**config.mk**
```make
export PLATFORM = sky130hd
export DESIGN_NAME = bft_leaf_adapter
export DESIGN_NICKNAME = d
export VERILOG_FILES = /design/src/rtl/bft_leaf_adapter.sv
export SDC_FILE = /design/constraint.sdc
export NUM_CORES = 1
export LEC_CHECK = 0
export CELL_PAD_IN_SITES_DETAIL_PLACEMENT = 1
export CELL_PAD_IN_SITES_GLOBAL_PLACEMENT = 1
export CORE_MARGIN = 2
export CORE_UTILIZATION = 40
export CTS_CLUSTER_DIAMETER = 40
export DETAILED_ROUTE_END_ITERATION = 8
export GPL_TIMING_DRIVEN = 0
export PLACE_DENSITY = 0.64
export SYNTH_ARGS = -nofsm -noshare
export SYNTH_HDL_FRONTEND = slang
export SYNTH_SLANG_ARGS = --single-unit
```
**constraint.sdc**
```tcl
create_clock -name ap_clk -period 7.2 [get_ports ap_clk]
set_input_delay 2.16 -clock ap_clk [delete_from_list [all_inputs] [get_ports ap_clk]]
set_output_delay 2.16 -clock ap_clk [all_outputs]
set_load 0.005 [all_outputs]
```
**src/rtl/bft_leaf_adapter.sv**
```systemverilog
// Leaf adapter between a BFT packet port and NUM_IN outbound / NUM_OUT inbound streams.
// Outbound beats are round-robin arbitrated into one 49-bit packet register; inbound packets fill per-port FIFOs.
module bft_leaf_adapter #(
    parameter int       NUM_IN     = 2,
    parameter int       NUM_OUT    = 2,
    parameter int       PAYLOAD_W  = 32,
    parameter int       FIFO_DEPTH = 16,
    parameter logic [2:0] LEAF_ID  = 3'd1
) (
    input  logic                           ap_clk,
    input  logic                           ap_rst_n,
    input  logic [48:0]                    din_leaf_bft2interface,
    output logic [48:0]                    dout_leaf_interface2bft,
    input  logic                           resend,
    input  logic [NUM_IN*PAYLOAD_W-1:0]    in_tdata,
    input  logic [NUM_IN-1:0]              in_tvalid,
    output logic [NUM_IN-1:0]              in_tready,
    output logic [NUM_OUT*PAYLOAD_W-1:0]   out_tdata,
    output logic [NUM_OUT-1:0]             out_tvalid,
    input  logic [NUM_OUT-1:0]             out_tready,
    output logic [NUM_OUT-1:0]             ovf_flag
);

    localparam int PW    = (NUM_IN > 1) ? $clog2(NUM_IN) : 1;
    localparam int AW    = $clog2(FIFO_DEPTH);
    localparam int PTR_W = AW + 1;
    localparam logic [PTR_W-1:0] PTR_ONE   = PTR_W'(1);
    localparam logic [PTR_W-1:0] PTR_DEPTH = PTR_W'(FIFO_DEPTH);

    function automatic logic [31:0] zext_payload(input logic [PAYLOAD_W-1:0] d);
        logic [31:0] r;
        r = 32'd0;
        r[PAYLOAD_W-1:0] = d;
        return r;
    endfunction

    // Inbound packet decode
    logic        din_hit_s;
    logic        cfg_s;
    logic [2:0]  din_leaf_s;
    logic [3:0]  din_port_s;
    logic [31:0] din_payload_s;
    logic [3:0]  cfg_ch_s;
    logic        unused_din_s;

    assign din_leaf_s    = din_leaf_bft2interface[47:45];
    assign din_port_s    = din_leaf_bft2interface[44:41];
    assign din_payload_s = din_leaf_bft2interface[31:0];
    assign din_hit_s     = din_leaf_bft2interface[48] && (din_leaf_s == LEAF_ID);
    assign cfg_s         = din_hit_s && (din_port_s == 4'd0);
    assign cfg_ch_s      = din_payload_s[19:16];
    assign unused_din_s  = ^din_leaf_bft2interface[40:32];

    logic [NUM_IN-1:0] route_en_q;
    logic [2:0]        route_leaf_q [NUM_IN];
    logic [3:0]        route_port_q [NUM_IN];

    // Route registers, written by port-0 config packets
    always_ff @(posedge ap_clk or negedge ap_rst_n) begin
        if (!ap_rst_n) begin
            route_en_q <= '0;
            for (int i = 0; i < NUM_IN; i++) begin
                route_leaf_q[i] <= 3'd0;
                route_port_q[i] <= 4'd0;
            end
        end else begin
            for (int i = 0; i < NUM_IN; i++) begin
                if (cfg_s && (cfg_ch_s == 4'(i))) begin
                    route_en_q[i]   <= din_payload_s[31];
                    route_leaf_q[i] <= din_payload_s[6:4];
                    route_port_q[i] <= din_payload_s[3:0];
                end
            end
        end
    end

    logic [48:0]       dout_q, dout_d;
    logic [PW-1:0]     rr_ptr_q, rr_ptr_d;
    logic [NUM_IN-1:0] req_s;
    logic              free_s;
    logic              grant_found_s;
    logic [PW-1:0]     grant_idx_s;
    logic [PW-1:0]     cand_s;

    assign free_s = !dout_q[48] || !resend;

    // Round-robin search starting at rr_ptr_q
    always_comb begin
        req_s         = route_en_q & in_tvalid;
        grant_found_s = 1'b0;
        grant_idx_s   = '0;
        cand_s        = '0;
        for (int off = 0; off < NUM_IN; off++) begin
            cand_s = PW'((int'(rr_ptr_q) + off) % NUM_IN);
            if (!grant_found_s && req_s[cand_s]) begin
                grant_found_s = 1'b1;
                grant_idx_s   = cand_s;
            end else begin
                grant_found_s = grant_found_s;
            end
        end
    end

    // Ready, next packet and next arbiter pointer
    always_comb begin
        in_tready = '0;
        dout_d    = dout_q;
        rr_ptr_d  = rr_ptr_q;
        if (free_s) begin
            if (grant_found_s) begin
                in_tready[grant_idx_s] = 1'b1;
                dout_d   = {1'b1, route_leaf_q[grant_idx_s], route_port_q[grant_idx_s], 9'd0,
                            zext_payload(in_tdata[int'(grant_idx_s)*PAYLOAD_W +: PAYLOAD_W])};
                rr_ptr_d = PW'((int'(grant_idx_s) + 1) % NUM_IN);
            end else begin
                dout_d = 49'd0;
            end
        end else begin
            dout_d = dout_q;
        end
    end

    // Outbound packet register and arbiter pointer
    always_ff @(posedge ap_clk or negedge ap_rst_n) begin
        if (!ap_rst_n) begin
            dout_q   <= 49'd0;
            rr_ptr_q <= '0;
        end else begin
            dout_q   <= dout_d;
            rr_ptr_q <= rr_ptr_d;
        end
    end

    assign dout_leaf_interface2bft = dout_q;

    for (genvar g = 0; g < NUM_OUT; g++) begin : g_fifo
        logic [PAYLOAD_W-1:0] mem_q [FIFO_DEPTH];
        logic [PTR_W-1:0]     wptr_q, wptr_d, rptr_q, rptr_d;
        logic                 ovf_q, ovf_d;
        logic                 full_s, empty_s, wr_hit_s, wr_s, rd_s;

        assign full_s   = (wptr_q - rptr_q) == PTR_DEPTH;
        assign empty_s  = (wptr_q == rptr_q);
        assign wr_hit_s = din_hit_s && (din_port_s == 4'(g + 1));
        assign wr_s     = wr_hit_s && !full_s;
        assign rd_s     = !empty_s && out_tready[g];

        // Fullness is taken from the start of cycle, so a same-cycle read never rescues a write
        always_comb begin
            wptr_d = wptr_q;
            rptr_d = rptr_q;
            ovf_d  = ovf_q | (wr_hit_s & full_s);
            if (wr_s) begin
                wptr_d = wptr_q + PTR_ONE;
            end else begin
                wptr_d = wptr_q;
            end
            if (rd_s) begin
                rptr_d = rptr_q + PTR_ONE;
            end else begin
                rptr_d = rptr_q;
            end
        end

        // Pointer and sticky overflow state
        always_ff @(posedge ap_clk or negedge ap_rst_n) begin
            if (!ap_rst_n) begin
                wptr_q <= '0;
                rptr_q <= '0;
                ovf_q  <= 1'b0;
            end else begin
                wptr_q <= wptr_d;
                rptr_q <= rptr_d;
                ovf_q  <= ovf_d;
            end
        end

        // Storage; contents are meaningless once the pointers are reset
        always_ff @(posedge ap_clk) begin
            if (wr_s) begin
                mem_q[wptr_q[AW-1:0]] <= din_payload_s[PAYLOAD_W-1:0];
            end
        end

        assign out_tvalid[g]                         = !empty_s;
        assign out_tdata[g*PAYLOAD_W +: PAYLOAD_W]   = mem_q[rptr_q[AW-1:0]];
        assign ovf_flag[g]                           = ovf_q;
    end

endmodule
```
---- Word-level counts from Yosys, hierarchy flattened ----
Memories as Yosys holds them, arrays and structs flattened.
Index checks and enable logic that the tools add are counted.
W data, S select, Z words.
storage, ports and cells
  register bits ........................... 88
  RAM bits ................................ 1024
  word-level logic and storage cells ...... 90
  output and inout port bits .............. 119
  memories ................................ 2
operators by class
  bitwise logic cells ..................... 6
  mux-type cells .......................... 23
  equal/unequal tests ..................... 8
  $add $sub $neg .......................... 8
  order comparisons ....................... 5
  reduce and logical (&&, ||, !) cells .... 23
  shift-type cells ........................ 1
memory list
  memory           words  bits a word  rd ports  clocked after Yosys merged registers in  wr ports  RTL line  text
  g_fifo[0].mem_q  16     32           1         0                                        1         137       logic [PAYLOAD_W-1:0] mem_q [FIFO_DEPTH];
  g_fifo[1].mem_q  16     32           1         0                                        1         137
operator list
  operator               count
  $shiftx A64 B7 Y32     1
  $mux W49               1
  $add A5 B1 Y5 const B  4
  $mux W1                13
  $logic_and A1 B1 Y1    12
  $mux W4                3
  $eq A5 B5 Y1           2
  $eq A5 B5 Y1 const B   2
  $sub A5 B5 Y5          2
  $mux W3                3
  $eq A4 B1 Y1 const B   2
  $logic_not A4 Y1       2
  $logic_not A1 Y1       7
  $lt A1 B2 Y1 const B   3
  $eq A4 B2 Y1 const B   1
  $mux W2                2
  $eq A3 B1 Y1 const B   1
  $add A1 B1 Y1 const B  2
  $and A1 B1 Y1          2
  $and A2 B2 Y2          1
  $ge A2 B2 Y1 const B   1
  $not A1 Y2             1
  $or A1 B1 Y1           2
  $reduce_and A2 Y1      1
  3 further kinds        3

---- Depth between registers and ports, before layout ----
  depth in word-level cells ............... 13
  mapped depth ............................ 12

---- Least setup slack after synthesis ----
No wires, ideal clock.
  kind .................................... input-to-reg
  start ................................... input port din_leaf_bft2interface[47]
  end ..................................... memory g_fifo[1].mem_q[0][0], enable pin
  buffers on the path ..................... 0
  path slack .............................. 0.256 ns
  stages .................................. 5
  data arrival time ....................... 6.431 ns
  data required time ...................... 6.687 ns
  cell sequence ........................... nor4b_1 > nand3b_1 > nor3b_2 > nand2_2 > nor4b_1
between the ends
  cells in the longest elaborated chain, start to end .. 6
ends and longest elaborated chain
  item                           RTL line  text
  start: declaration             12        input logic [48:0] din_leaf_bft2interface,
  $eq A3 B1 Y1                   49        assign din_hit_s = din_leaf_bft2interface[48] && (din_leaf_s == LEAF_ID);
  $logic_and A1 B1 Y1            49
  $logic_and A1 B1 Y1            144       assign wr_hit_s = din_hit_s && (din_port_s == 4'(g + 1));
  $logic_and A1 B1 Y1            145       assign wr_s = wr_hit_s && !full_s;
  $mux W1                        180       if (wr_s) begin
  $mux W1 (not written as such)  181       mem_q[wptr_q[AW-1:0]] <= din_payload_s[PAYLOAD_W-1:0];
  end: declaration               137
No other way between the ends.

---- Worst setup path after layout ----
  start ................................... register g_fifo[0].rptr_q[2]
  end ..................................... output port out_tvalid[0]
between the ends
  cells in the longest elaborated chain, start to end .. 2
ends and longest elaborated chain
  item                      RTL line  text
  start: declaration        138       logic [PTR_W-1:0] wptr_q, wptr_d, rptr_q, rptr_d;
  start signal: assignment  173       rptr_q <= rptr_d;
  $eq A5 B5 Y1              143       assign empty_s = (wptr_q == rptr_q);
  $logic_not A1 Y1          185       assign out_tvalid[g] = !empty_s;
  end: declaration          19        output logic [NUM_OUT-1:0] out_tvalid,
No other way between the ends.

==> run metrics <==
status=finished, final reports clean; library cells used by synthesis=45; vias in the first global route=23,800; clk slew on worst S/H paths=~60 ps; Final Instance Area=0.0527 mm²; Fin. Hold Viols=0; endpoints failing setup=0; Clock Latency Late Sink=740 ps; Worst Path Buf+Inv=5; WL final=roughly 110,000 µm; Setup WS pre-CTS=946 ps; postcts setup bufs=0; Leak=17.6 nW; Hold Buf Count CTS=0; DR pass1 iterations=5; first-pass GRT wire length=161,000 µm; number of port buffers=220; total power=between 15 and 20 mW; CP Launch Point=g_fifo[0].rptr_q[2]; initial antenna violation count=1; layout cells sized above 1=between 20% and 30%; Overflow after GRT=0; Max-Slew Margin vs Limit=approximately 10%; FF-to-FF path depth=13; Area growth syn-to-layout=22.9%; CP cell instances=buf_2, buf_1, inv_1, clkbuf_1, ha_1, nand2_1, or2_1, clkdlybuf4s50_1; Critical Path RT=5040 ps; Max stage delay cell, worst path=buf_1; post-layout util=49.4%; Post-DP HPWL=approximately 72,000 µm; core area=roughly 0.11 mm²; initial core utilization=40.2%; post-route insts no fill=3,980; Hold WS=~480 ps; largest net degree at the start of global routing=61; Max Root-Sink Buffers=3; clk sinks=1,103; multi-input logic area=0.00961 mm²; total CTS buffers=141; Synth Instances=2,010; CP Depth=8; max-slew violations=0; MaxCap Viol Count=0; minimum clock period after layout=6280 ps; DRT iter0 DRCs=around 2,000; Power Dens Cells=364 mW/mm²; CP startpoint kind=flop; die area=between 0.1 and 0.15 mm²; Post-Synthesis Cell Area=0.0428 mm²; Placed Cells=between 3,000 and 4,000; nets=2,595; register area=~0.033 mm²; GRT Overall Usage=20.1%; Synth area leaders=edfxtp_1 72%, mux4_2 15%, dfrtp_1 4.6%; DR vias=21,600; Worst Hold Launch=g_fifo[0].ovf_q; Peak Freq=0.159 GHz; post-route ant nets=0; Critical Path End=out_tvalid[0]; Placed Area=0.0480 mm²; Rows=120; crit-path max cell delay=about 570 ps; WS Path Type=reg2out; reg2reg end=g_fifo[1].mem_q[10][6]; Yosys top cell area share=71.8%; critical register-to-register path startpoint=g_fifo[1].rptr_q[1]; Routed WL per cell=27.3 µm; Seq/Total Area, Yosys=76.4%; filler instances=just under 10,000; VDD IR max=0.205 mV; Vias/cell=5.44; number of gates resized after cts=0; RSZ-0062 raised after global routing=no; Slew @ Worst Pin=1350 ps; Setup Skew=27.6 ps; number of remaining DRC errors=0; Crit. End Element=output pin; asr flop ratio synth=under 10%; dominant synthesized flop cell=edfxtp_1; Avg Cell Area, Syn=21.3 µm²; Die Height=331 µm; chip width=331 µm; class of the worst hold path=reg2reg; clk root buf=clkbuf_16; Critical Path AT=4120 ps; setup ws final=920 ps; io pins=~240; CTS H-tree lvls=4; internal reg-to-reg setup slack=2030 ps; top cell family by delay on the critical path=buffers and inverters; Synth area leader=edfxtp_1; CTS tree=done; crit share post-route=between 80 and 90%; CP max FO=10; EDFF count, synth=1,024; Fin Setup TNS=0 ps; register bit total from synthesis=1,103; gp weighted congestion=0.766; synth warn=0
cells in the mapped netlist, types with 5 or more instances:
| library cell | n |
|---|---|
| edfxtp_1 | 1024 |
| mux4_2 | 288 |
| nand2_1 | 189 |
| dfrtp_1 | 79 |
| clkbuf_1 | 56 |
| and3_1 | 46 |
| mux2i_1 | 39 |
| o21ai_0 | 39 |
| a31oi_1 | 32 |
| buf_1 | 18 |
| buf_4 | 18 |
| ha_1 | 18 |
| buf_2 | 17 |
| mux2_2 | 16 |
| xnor2_1 | 16 |
| nand3_1 | 14 |
| buf_6 | 12 |
| nor3_1 | 9 |
| inv_1 | 8 |
| nor2_1 | 7 |
| nor2b_1 | 7 |
| and2_1 | 6 |
| nor4b_1 | 5 |
| o21bai_1 | 5 |
placed cells by master, fill, tap and decap left out, types with 10 or more instances in the layout:
master	Yosys	layout
nand3_1	14	14
clkbuf_16	0	147
a31oi_1	32	32
mux2_2	16	16
nand2_1	189	189
and3_1	46	34
dfrtp_1	79	79
clkinv_2	0	26
mux4_2	288	288
bufinv_16	0	10
buf_2	17	20
clkinv_1	1	11
o21ai_0	39	39
buf_12	0	12
buf_1	18	18
ha_1	18	18
edfxtp_1	1024	1024
inv_6	0	13
buf_6	12	36
mux2i_1	39	39
clkdlybuf4s50_1	0	216
buf_4	18	45
clkinvlp_4	0	11
and3_2	0	12
xnor2_1	16	16
clkbuf_1	56	78
worst register-to-register path, delay by kind of cell (launching register included):
family                   cells  cell delay [ps]
adder cells (fa/ha/maj)      1              360
buffers and inverters        6             2090
AND/OR/NAND/NOR              3             1270
AO/OA/AOI/OAI                3              680
flip-flops                   1              480
state kept, by name, summed over array words and instances, names as in the netlist:
signal / count
g_fifo.mem_q: 1024
route_en_q: 2
rr_ptr_q: 1
g_fifo.ovf_q: 2
g_fifo.rptr_q: 10
route_port_q: 8
dout_leaf_interface2bft: 40
g_fifo.wptr_q: 10
route_leaf_q: 6
where the power goes:
group	switching (mW)	total, mW	internal (mW)
sequential	0.0400	7.09	7.05
clock	2.78	6.96	4.18
combinational	2.60	5.15	2.55
final cells by class:
cell class | count | area share, %
well taps | 1403 | 3.33
clock inverters | 90 | 1.73
clock buffers | 171 | 7.19
flip-flops and latches | 1103 | 62.1
diodes | 2 | 0.00950
inverters | 11 | 0.0784
multi-input cells | 783 | 18.2
plain buffers | 121 | 1.20
repair buffers | 296 | 6.08
cells by family (layout without fill, tap and decap cells):
kind of cell,after synthesis,count (layout),share of synthesized area [%]
fa+ha+maj,18,18,0.526
flops,1103,1103,76.4
compound gates,90,90,1.27
other cells,1,11,0.00875
mux,344,344,16.5
xor+xnor,20,20,0.409
simple gates,302,302,3.32
buf+inv,132,689,1.57
how the worst min path moves through the flow:
stage | endpoint | slack [ps] | cells after the start
3_3_place_gp | dout_leaf_interface2bft[0] | 460 | 2
3_5_place_dp | g_fifo[0].ovf_q | 470 | 1
6_report | g_fifo[0].ovf_q | 480 | 1
2_1_floorplan | g_fifo[0].ovf_q | 440 | 1
4_1_cts | g_fifo[0].ovf_q | 480 | 1
5_1_grt | dout_leaf_interface2bft[7] | 520 | 2
metal layers:
layer / wire length (µm) / up-vias / share of wire [%] / global-route usage, %
li1: - / 9186 / - / -
met1: 45200 / 11700 / 42 / 26.2
met2: 56400 / 621 / 52 / 34.9
met3: 5210 / 154 / 4.8 / 3.58
met4: 2040 / 0 / 1.9 / 5.30
met5: 0 / - / 0 / 0
Note: power is estimated with default switching activity, not from simulation.
